==> config.mk <==
export PLATFORM = sky130hd
export DESIGN_NAME = mul_div_unit_flat
export DESIGN_NICKNAME = d
export VERILOG_FILES = /design/src/rtl/mul_div_unit_pkg.sv /design/src/rtl/mul_div_unit_if.sv /design/src/rtl/mul_div_unit_div_core.sv /design/src/rtl/mul_div_unit.sv /design/src/flat_wrapper.sv
export SDC_FILE = /design/constraint.sdc
export NUM_CORES = 2
export LEC_CHECK = 0
export CORE_UTILIZATION = 30
export DETAILED_ROUTE_END_ITERATION = 7
export GPL_ROUTABILITY_DRIVEN = 0
export PLACE_DENSITY = 0.55
export SYNTH_ARGS = -nofsm -noshare
export SYNTH_HDL_FRONTEND = slang
export SYNTH_SLANG_ARGS = --single-unit
==> constraint.sdc <==
create_clock -name clk -period 10.6 [get_ports clk]
set_clock_uncertainty 0.2 [all_clocks]
set_input_delay 1.06 -clock clk [delete_from_list [all_inputs] [get_ports clk]]
set_output_delay 1.06 -clock clk [all_outputs]
set_load 0.02 [all_outputs]
==> src/rtl/mul_div_unit_pkg.sv <==
// Shared definitions for the RV32M multiply/divide unit: alucodes, FSM
// state encoding, iteration count and small alucode decode helpers.
package mul_div_unit_pkg;

  localparam int DATA_W   = 32;
  localparam int DIV_ITER = 32;

  typedef logic [4:0] alucode_t;

  // M-extension alucodes: [4:3] = 2'b10 marks the group, [2:0] follows funct3.
  localparam alucode_t ALU_MUL    = 5'b10000;
  localparam alucode_t ALU_MULH   = 5'b10001;
  localparam alucode_t ALU_MULHSU = 5'b10010;
  localparam alucode_t ALU_MULHU  = 5'b10011;
  localparam alucode_t ALU_DIV    = 5'b10100;
  localparam alucode_t ALU_DIVU   = 5'b10101;
  localparam alucode_t ALU_REM    = 5'b10110;
  localparam alucode_t ALU_REMU   = 5'b10111;

  typedef enum logic [2:0] {
    ST_IDLE = 3'd0,
    ST_MUL  = 3'd1,
    ST_DIV  = 3'd2,
    ST_FIX  = 3'd3,
    ST_DONE = 3'd4
  } state_t;

  function automatic logic is_m_op(input alucode_t code);
    return code[4:3] == 2'b10;
  endfunction

  // DIV/DIVU/REM/REMU
  function automatic logic is_div_op(input alucode_t code);
    return code[2];
  endfunction

  // REM/REMU (only meaningful together with is_div_op)
  function automatic logic is_rem_op(input alucode_t code);
    return code[1];
  endfunction

  // DIV/REM (only meaningful together with is_div_op)
  function automatic logic is_signed_div(input alucode_t code);
    return !code[0];
  endfunction

endpackage

==> src/rtl/mul_div_unit_if.sv <==
// Execute-stage request/response bundle between the pipeline and the
// multiply/divide unit.
interface mul_div_unit_if
  import mul_div_unit_pkg::*;
#(
  parameter int XLEN = DATA_W
);
  logic            start;
  alucode_t        alucode;
  logic [XLEN-1:0] op1;
  logic [XLEN-1:0] op2;
  logic            flush;
  logic            busy;
  logic            done;
  logic [XLEN-1:0] result;

  // Pipeline side: issues operations and observes completion.
  modport master (
    output start, alucode, op1, op2, flush,
    input  busy, done, result
  );

  // Unit side.
  modport slave (
    input  start, alucode, op1, op2, flush,
    output busy, done, result
  );
endinterface

==> src/rtl/mul_div_unit_div_core.sv <==
// Unsigned radix-2 restoring divider: load captures the operands, each
// enabled edge retires one quotient bit (MSB first).
module div_core #(
  parameter int XLEN = 32
) (
  input  logic            clk,
  input  logic            reset,
  input  logic            load,
  input  logic            en,
  input  logic [XLEN-1:0] dividend,
  input  logic [XLEN-1:0] divisor,
  output logic [XLEN-1:0] quotient,
  output logic [XLEN-1:0] remainder
);

  logic [XLEN-1:0] quo_q;
  logic [XLEN-1:0] rem_q;
  logic [XLEN-1:0] dvs_q;
  logic [XLEN:0]   partial;
  logic [XLEN:0]   diff;

  // Shift the next dividend bit into the partial remainder and trial-subtract.
  // The top bit of diff is the borrow: set means the divisor did not fit.
  assign partial = {rem_q, quo_q[XLEN-1]};
  assign diff    = partial - {1'b0, dvs_q};

  // One restoring step per enable; the dividend register doubles as the
  // quotient shift register.
  always_ff @(posedge clk) begin
    // NOTE: state updates use non-blocking assignments so every register
    // samples the pre-edge values, independent of statement order.
    if (reset) begin
      quo_q <= '0;
      rem_q <= '0;
      dvs_q <= '0;
    end else if (load) begin
      quo_q <= dividend;
      rem_q <= '0;
      dvs_q <= divisor;
    end else if (en) begin
      if (!diff[XLEN]) begin
        rem_q <= diff[XLEN-1:0];
        quo_q <= {quo_q[XLEN-2:0], 1'b1};
      end else begin
        rem_q <= partial[XLEN-1:0];
        quo_q <= {quo_q[XLEN-2:0], 1'b0};
      end
    end
  end

  assign quotient  = quo_q;
  assign remainder = rem_q;

endmodule

==> src/rtl/mul_div_unit.sv <==
// RV32M execute unit: fixed-latency multiplier and iterative divider behind
// one FSM. busy drives the pipeline stall; done pulses with a valid result.
module mul_div_unit
  import mul_div_unit_pkg::*;
#(
  parameter int XLEN        = 32,
  parameter int MUL_LATENCY = 2
) (
  input  logic          clk,
  input  logic          reset,
  mul_div_unit_if.slave bus
);

  localparam logic [5:0]      MUL_LAST = 6'(MUL_LATENCY - 1);
  localparam logic [5:0]      DIV_LAST = 6'(DIV_ITER - 1);
  localparam logic [XLEN-1:0] INT_MIN  = {1'b1, {(XLEN-1){1'b0}}};

  state_t          state_q, state_d;
  logic [5:0]      cnt_q;
  alucode_t        code_q;
  logic [XLEN-1:0] op1_q, op2_q;
  logic            neg_quo_q, neg_rem_q;
  logic [XLEN-1:0] result_q, result_d;

  // ---------------------------------------------------------------------
  // Request decode (combinational on the incoming operands)
  // ---------------------------------------------------------------------
  logic            idle_or_done;
  logic            accept;
  logic            in_div, in_rem, in_signed;
  logic            in_op1_neg, in_op2_neg;
  logic            in_div_zero, in_overflow, in_special;
  logic [XLEN-1:0] in_special_res;
  logic [XLEN-1:0] mag1, mag2;

  assign idle_or_done = (state_q == ST_IDLE) || (state_q == ST_DONE);
  // flush wins over start, so a flushed cycle never latches a new operation.
  assign accept       = bus.start && is_m_op(bus.alucode) && idle_or_done && !bus.flush;

  assign in_div     = is_div_op(bus.alucode);
  assign in_rem     = is_rem_op(bus.alucode);
  assign in_signed  = is_signed_div(bus.alucode);
  assign in_op1_neg = in_signed && bus.op1[XLEN-1];
  assign in_op2_neg = in_signed && bus.op2[XLEN-1];

  assign in_div_zero = (bus.op2 == '0);
  assign in_overflow = in_signed && (bus.op1 == INT_MIN) && (bus.op2 == '1);
  assign in_special  = in_div_zero || in_overflow;

  // Divide-by-zero and INT_MIN/-1 skip the iteration entirely.
  assign in_special_res = in_div_zero ? (in_rem ? bus.op1 : '1)
                                      : (in_rem ? '0      : bus.op1);

  assign mag1 = in_op1_neg ? -bus.op1 : bus.op1;
  assign mag2 = in_op2_neg ? -bus.op2 : bus.op2;

  // ---------------------------------------------------------------------
  // Multiplier: operands are held stable in op*_q for MUL_LATENCY cycles,
  // which is the settling budget of the product path. Only bits [63:0] of
  // the 66-bit signed product are ever selected, so a 64-bit product of the
  // extended operands is exact for every variant.
  // ---------------------------------------------------------------------
  logic              mul_a_sign, mul_b_sign;
  logic [2*XLEN-1:0] mul_a, mul_b, mul_prod;

  assign mul_a_sign = ((code_q == ALU_MULH) || (code_q == ALU_MULHSU)) && op1_q[XLEN-1];
  assign mul_b_sign = (code_q == ALU_MULH) && op2_q[XLEN-1];
  assign mul_a      = {{XLEN{mul_a_sign}}, op1_q};
  assign mul_b      = {{XLEN{mul_b_sign}}, op2_q};
  assign mul_prod   = mul_a * mul_b;

  // ---------------------------------------------------------------------
  // Divider core and sign correction
  // ---------------------------------------------------------------------
  logic [XLEN-1:0] quotient, remainder;
  logic [XLEN-1:0] quo_fix, rem_fix;

  div_core #(.XLEN(XLEN)) u_div_core (
    .clk       (clk),
    .reset     (reset),
    .load      (accept && in_div && !in_special),
    .en        (state_q == ST_DIV),
    .dividend  (mag1),
    .divisor   (mag2),
    .quotient  (quotient),
    .remainder (remainder)
  );

  assign quo_fix = neg_quo_q ? -quotient  : quotient;
  assign rem_fix = neg_rem_q ? -remainder : remainder;

  // ---------------------------------------------------------------------
  // FSM
  // ---------------------------------------------------------------------
  // State register.
  always_ff @(posedge clk) begin
    if (reset) state_q <= ST_IDLE;
    else       state_q <= state_d;
  end

  // Next-state logic; flush overrides everything except reset.
  always_comb begin
    // NOTE: default first so every path assigns state_d and no latch is inferred.
    state_d = state_q;
    case (state_q)
      ST_IDLE, ST_DONE: begin
        if (accept) begin
          if (!in_div)        state_d = ST_MUL;
          else if (in_special) state_d = ST_DONE;
          else                 state_d = ST_DIV;
        end else begin
          state_d = ST_IDLE;
        end
      end
      ST_MUL:  if (cnt_q == MUL_LAST) state_d = ST_DONE;
      ST_DIV:  if (cnt_q == DIV_LAST) state_d = ST_FIX;
      ST_FIX:  state_d = ST_DONE;
      default: state_d = ST_IDLE;
    endcase
    if (bus.flush) state_d = ST_IDLE;
  end

  // Shared latency / iteration counter, restarted on every accept.
  always_ff @(posedge clk) begin
    if (reset || bus.flush || accept) cnt_q <= '0;
    else if ((state_q == ST_MUL) || (state_q == ST_DIV)) cnt_q <= cnt_q + 6'd1;
  end

  // Operand and sign capture at the accept edge.
  always_ff @(posedge clk) begin
    // NOTE: datapath registers are reset as well, so reset mid-operation
    // leaves nothing behind that a later operation could observe.
    if (reset) begin
      code_q    <= '0;
      op1_q     <= '0;
      op2_q     <= '0;
      neg_quo_q <= 1'b0;
      neg_rem_q <= 1'b0;
    end else if (accept) begin
      code_q    <= bus.alucode;
      op1_q     <= bus.op1;
      op2_q     <= bus.op2;
      neg_quo_q <= in_op1_neg ^ in_op2_neg;
      neg_rem_q <= in_op1_neg;
    end
  end

  // Value presented on the edge that enters DONE.
  always_comb begin
    result_d = result_q;
    case (state_q)
      ST_IDLE, ST_DONE: result_d = in_special_res;
      ST_MUL:  result_d = (code_q == ALU_MUL) ? mul_prod[XLEN-1:0]
                                              : mul_prod[2*XLEN-1:XLEN];
      ST_FIX:  result_d = is_rem_op(code_q) ? rem_fix : quo_fix;
      default: result_d = result_q;
    endcase
  end

  // Result register: loads only when entering DONE, so flush leaves it intact.
  always_ff @(posedge clk) begin
    if (reset)                   result_q <= '0;
    else if (state_d == ST_DONE) result_q <= result_d;
  end

  assign bus.busy   = (state_q == ST_MUL) || (state_q == ST_DIV) || (state_q == ST_FIX);
  assign bus.done   = (state_q == ST_DONE);
  assign bus.result = result_q;

endmodule

==> src/flat_wrapper.sv <==
// flat-port wrapper written by rule: the top's interface ports become plain ports
module mul_div_unit_flat import mul_div_unit_pkg::*;
#(
  parameter int XLEN        = 32,
  parameter int MUL_LATENCY = 2
)
  (clk, reset, bus_start, bus_alucode, bus_op1, bus_op2, bus_flush, bus_busy, bus_done, bus_result);
  mul_div_unit_if #(.XLEN(XLEN)) bus_i ();
  input  logic clk;
  input  logic reset;
  input wire logic [$bits(bus_i.start)-1:0] bus_start;
  input wire logic [$bits(bus_i.alucode)-1:0] bus_alucode;
  input wire logic [$bits(bus_i.op1)-1:0] bus_op1;
  input wire logic [$bits(bus_i.op2)-1:0] bus_op2;
  input wire logic [$bits(bus_i.flush)-1:0] bus_flush;
  output wire logic [$bits(bus_i.busy)-1:0] bus_busy;
  output wire logic [$bits(bus_i.done)-1:0] bus_done;
  output wire logic [$bits(bus_i.result)-1:0] bus_result;
  assign bus_i.start = bus_start;
  assign bus_i.alucode = bus_alucode;
  assign bus_i.op1 = bus_op1;
  assign bus_i.op2 = bus_op2;
  assign bus_i.flush = bus_flush;
  assign bus_busy = bus_i.busy;
  assign bus_done = bus_i.done;
  assign bus_result = bus_i.result;
  mul_div_unit #(.XLEN(XLEN), .MUL_LATENCY(MUL_LATENCY)) u_core (.clk(clk), .reset(reset), .bus(bus_i));
endmodule
Word-level counts from Yosys, hierarchy flattened:

Cells that the tools add are included.

* register bits: 208
* bits of input ports: 73
* output and inout port bits: 34
* word-level logic and storage cells: 81

* add/sub/neg operators: 6
* multiply operators: 1
* equal/unequal tests: 13
* multiplexer cells: 21
* bitwise gates (word level): 1
* reductions and logical operators: 28

Operators with widths (number)
* 32-bit two-way mux: 12
* 32-bit negator: 4
* 32-bit one-hot mux with 3 select lines: 1
* 32-bit equality test (second input constant): 2
* 33-bit by 33-bit multiplier with 64-bit output: 1
* 33-bit by 32-bit subtractor with 33-bit output: 1
* 32-bit logical NOT: 1
* 3-bit two-way mux: 6
* 5-bit equality test (second input constant): 3
* 3-bit one-hot mux with 4 select lines: 1
* 1-bit logical AND: 11
* 1-bit logical OR: 7
* 6-bit by 1-bit adder with 6-bit output (second input constant): 1
* 3-bit by 2-bit equality test with 1-bit output (second input constant): 2
* 3-bit equality test (second input constant): 2
* 6-bit by 1-bit equality test with 1-bit output (second input constant): 1
* 6-bit by 5-bit equality test with 1-bit output (second input constant): 1
* 2-bit OR reduction: 2
* 3-bit by 1-bit equality test with 1-bit output (second input constant): 1
* 1-bit logical NOT: 3
* 3-bit logical NOT: 1
* 3-bit nonzero test: 1
* 2-bit equality test (second input constant): 1
* 2-bit AND reduction: 1
* other kinds (3): 3

Longest topological paths before layout:

* depth after elaboration: 11
* depth in mapped cells: 31
* depth with buffers taken out: 30

Modules after synthesis:

Synthesis repeated with hierarchy kept, for this count alone.

* cells, all modules: 6138
* area, all modules: 51819.7 um^2

By module, submodules not included
* mul_div_unit: times used 1, cells each 5402, area an instance 46059.2 um^2, sequential area each 2242.2 um^2
* div_core: times used 1, cells each 736, area an instance 5760.5 um^2, sequential area each 1921.8 um^2

Least setup slack after synthesis:

OpenSTA, ideal clock, no wires.

* path type: register -> register
* start point: reg u_core.code_q[0]
* end point: reg u_core.result_q[27] (netlist: u_core.bus.result[27])
* setup time: 0.074 ns
* arrival time: 8.471 ns
* required time: 10.326 ns
* slack: 1.854 ns
* cell stages (with the launch flop): 29
* path buffers: 2
* period minus slack after synthesis: 8.746 ns
* cells stage by stage: dfxtp_1 > nor2b_1 > o21ai_0 > nor2_1 > clkbuf_1 > nand2_1 > fa_1 > fa_1 > inv_1 > fa_1 > inv_1 > fa_1 > inv_1 > fa_1 > fa_1 > fa_1 > inv_1 > fa_1 > inv_1 > ha_1 > clkbuf_1 > a21o_1 > a21oi_1 > o21ai_0 > or2_2 > a2111oi_1 > or4_1 > a21o_1 > a31oi_1

* word-level cells in the longest chain between the ends: 6
* elaborated cells on any way between the ends: 9
* those cells by class: mul (1); eq/ne (3); mux (2); reduce/logical (3)

RTL lines
* start: declaration: line mul_div_unit.sv:20 `alucode_t code_q;`
* start signal: assignment: line mul_div_unit.sv:140 `code_q <= bus.alucode;`
* 5-bit equality test, on equally long branches: line mul_div_unit.sv:66, mul_div_unit.sv:67
* 1-bit logical OR: line mul_div_unit.sv:66 `assign mul_a_sign = ((code_q == ALU_MULH) || (code_q == ALU_MULHSU)) && op1_q[XLEN-1];`
* 1-bit logical AND: line mul_div_unit.sv:66
* 33-bit by 33-bit multiplier with 64-bit output: line mul_div_unit.sv:70 `assign mul_prod = mul_a * mul_b;`
* 32-bit two-way mux *: line mul_div_unit.sv:153 `ST_MUL: result_d = (code_q == ALU_MUL) ? mul_prod[XLEN-1:0]`
* 32-bit one-hot mux with 3 select lines *: line mul_div_unit.sv:151 `case (state_q)`
* end signal: assignment: line mul_div_unit.sv:163 `else if (state_d == ST_DONE) result_q <= result_d;`
* end: declaration: line mul_div_unit.sv:23 `logic [XLEN-1:0] result_q, result_d;`

Mark *: on every way between the ends. The rest lies on a longest branch, timed or not.
A chain may end at the register's enable or synchronous reset.

Worst setup path after layout:

Same ends and word-level chain as after synthesis.

==> flow_summary.json <==
{
  "syn_nets": 7585,
  "p_per_area_nw_per_um2": 39.95,
  "clkTransAtPathRegs_ns": 0.06,
  "timing.final.ws_setup_ns": 0.7417,
  "syn_avg_cell_area_um2": 8.494,
  "design_area_um2": 56600,
  "power_frac_comb": 0.221,
  "power_frac_seq": 0.365,
  "irDropWorstVdd_mv": 0.1172,
  "power_leakage_nw": 24.71,
  "worst_ep_arrival_time_ns": 10.13,
  "min_period_ns": 9.858,
  "hpwl_um": 140800,
  "ctsLongestPathBuffers": 3,
  "initial_utilization": 0.3028,
  "drive_above_1_share": 0.03923,
  "dp_slack_ns": 0.7393,
  "antenna_found_initial": 3,
  "dieArea_um2": 175400,
  "switching_power_mw": 0.7463,
  "drtPass1Iterations": 6,
  "post-route-util": 0.3289,
  "synth_edf_count": 0,
  "yosysTopAreaCell": "fa_1",
  "ios": 107,
  "htreeDepth": 1,
  "synth_top_area_frac": 0.4326,
  "critPathMostFrequentCell": "fa_1",
  "port_buffers": 106,
  "drt_iter0_markers": 3373,
  "synthCells": 6135,
  "crit_fanout": 30,
  "grt_first_pass_wirelength_um": 269300,
  "slowest_stage": "fa_1",
  "tightest_slew_ns": 1.209,
  "cp_slowest_stage_delay_ns": 0.89,
  "wl_per_cell_um": 20.72,
  "drv_slew": 0,
  "worstHoldPathType": "reg -> reg",
  "dpl_cell_area_um2": 55670,
  "grt_usage": 0.2008,
  "end_kind": "flip-flop",
  "drv_cap": 0,
  "synth.distinct_cells": 84,
  "core_um2": 172100,
  "p_int_mw": 1.515,
  "numClockSinks": 208,
  "yosysWarnings": 0,
  "antenna_left": 0,
  "clkPwrFrac": 0.414,
  "cts_inserted_buffers": 26,
  "drc": 0,
  "p_sw_frac": 0.3300,
  "startpoint_type": "flip-flop",
  "setup_viol": 0,
  "ys_seq_area_frac": 0.07990,
  "dr_total_vias": 41880,
  "outcome": "complete, no violations",
  "fin_crit_sh": 0.9300,
  "max_freq_mhz": 101.4,
  "final_cell_mix": "1236 x inv_1, 1126 x fa_1, 1048 x nand2_1",
  "num_rows": 152,
  "synth-main-ff-cell": "dfxtp_1",
  "netlist_area_um2": 52110,
  "crit_type": "reg -> reg",
  "dieWidth_um": 418.8,
  "required_ns": 10.87,
  "grt_start_max_net_pins": 90,
  "nets": 7472,
  "synthArstFlopShare": 0,
  "clk_latency_ns": 0.56,
  "cts-root-buf": "clkbuf_16",
  "relSlewSlack": 0.1930,
  "hold_viol_final": 0,
  "rsz0062_at_grt": "false",
  "final_common_cell": "inv_1",
  "synth.area.top_cells": "fa_1 43%, inv_1 8.9%, dfxtp_1 8.0%",
  "overflow": 0,
  "die_h_um": 418.8,
  "fin_setup_tns_ns": 0,
  "synth-seq-cells": 208,
  "avgViaCountPerCell": 5.014,
  "area_growth_pct": 8.617,
  "grt_pass1_vias": 43600,
  "tritoncts": "built",
  "wl_um": 173100
}
## critical path, delay by kind of cell (launching register included)
kind	cells	cell delay, ns
adders and majority gates	9	5.07
AOI/OAI and AO/OA	6	1.44
buffers and inverters	8	1.25
DFF	1	0.40
and+or+nand+nor	5	1.41
## power groups by stage
stage / clock [mW] / combinational (mW) / sequential, mW
2_1_floorplan: 0 / 0.302 / 0.818
3_3_place_gp: 0 / 0.487 / 0.842
3_5_place_dp: 0 / 0.488 / 0.842
4_1_cts: 0.949 / 0.491 / 0.825
5_1_grt: 0.978 / 0.534 / 0.827
6_report: 0.936 / 0.500 / 0.826
## cells in the mapped netlist, types with 6 or more instances
| master | n |
|---|---|
| inv_1 | 1237 |
| fa_1 | 1126 |
| nand2_1 | 1049 |
| clkbuf_1 | 349 |
| and2_1 | 319 |
| a21oi_1 | 269 |
| ha_1 | 251 |
| dfxtp_1 | 208 |
| nor2_1 | 203 |
| o21ai_0 | 141 |
| xnor2_1 | 130 |
| xor2_1 | 76 |
| a211oi_1 | 64 |
| nand3_1 | 56 |
| nor3_1 | 51 |
| a21o_1 | 47 |
| nand4_1 | 47 |
| o31ai_1 | 37 |
| a22oi_1 | 34 |
| maj3_1 | 29 |
| mux2i_1 | 29 |
| a31oi_1 | 28 |
| o41ai_1 | 20 |
| or3_1 | 20 |
| or4_1 | 19 |
| o211ai_1 | 18 |
| or2_2 | 18 |
| and3_1 | 17 |
| buf_2 | 17 |
| nand2b_1 | 17 |
| nor2b_1 | 17 |
| o21bai_1 | 17 |
| nor4_1 | 15 |
| o21a_1 | 13 |
| a221oi_1 | 12 |
| a311oi_1 | 7 |
| a211o_1 | 6 |
| buf_1 | 6 |
| nand3b_1 | 6 |
| nand4b_1 | 6 |
## state kept, by name, summed over array words and instances (netlist names)
signal	count
u_core.bus.result	32
u_core.cnt_q	6
u_core.code_q	5
u_core.neg_quo_q	1
u_core.neg_rem_q	1
u_core.op1_q	32
u_core.op2_q	32
u_core.state_q	3
u_core.u_div_core.dvs_q	32
u_core.u_div_core.quotient	32
u_core.u_div_core.remainder	32
## cells by family (layout without fill, tap and decap cells)
family | after synthesis | count (layout) | synth area share
AO/OA/AOI/OAI | 784 | 784 | 0.09686
XOR/XNOR | 206 | 206 | 0.03462
adder cells (fa/ha/maj) | 1406 | 1406 | 0.4984
buffers and inverters | 1610 | 1516 | 0.1164
flip-flops | 208 | 208 | 0.07990
multiplexers | 31 | 31 | 0.006002
other | 0 | 3 | 0
AND/OR/NAND/NOR | 1890 | 1890 | 0.1678
## layout make-up
class	count	area [um2]
fillers	18090	115500
multi-input cells	4317	41940
inverters	1237	4647
flip-flops and latches	208	4174
well taps	2310	2890
repair buffers	232	2071
clock buffers	35	725.7
clock inverters	12	143.9
diodes	3	7.507
## layer usage
layer / up-vias / GRT usage / part of all wire
li1: 18540 / - / -
met1: 21700 / 0.2587 / 0.41
met2: 1367 / 0.3425 / 0.48
met3: 280 / 0.02230 / 0.057
met4: 2 / 0.07953 / 0.047
met5: - / 0 / 0.000052
## repair_timing
| item | 4_1_cts | 5_1_grt |
|---|---|---|
| hold buffers | 0 | 0 |
| hold endpoints to repair | 0 | 0 |
| buffers inserted | 0 | 7 |
| endpoints found under the setup margin | 0 | 1 |
| gates resized for setup | 0 | 1 |
## through the flow
stage / hold WS [ns] / power, mW / instances
4_1_cts: 0.2559 / 2.266 / 8344
2_1_floorplan: 0.2319 / 1.120 / 6135
6_report: 0.2583 / 2.261 / 8354
5_1_grt: 0.2709 / 2.339 / 8352
3_5_place_dp: 0.2471 / 1.330 / 8297
3_3_place_gp: 0.2437 / 1.329 / 8297
## path summary, 6_finish.rpt
kind	from	to	slack [ns]	cells after the start
max	u_core.code_q[0]	u_core.bus.result[27]	0.74	28
min	u_core.op1_q[6]	u_core.op1_q[6]	0.26	2
max reg2reg	u_core.code_q[0]	u_core.bus.result[27]	0.74	28
min reg2reg	u_core.op1_q[6]	u_core.op1_q[6]	0.26	2
No activity file was read; power rests on OpenSTA's default activity.
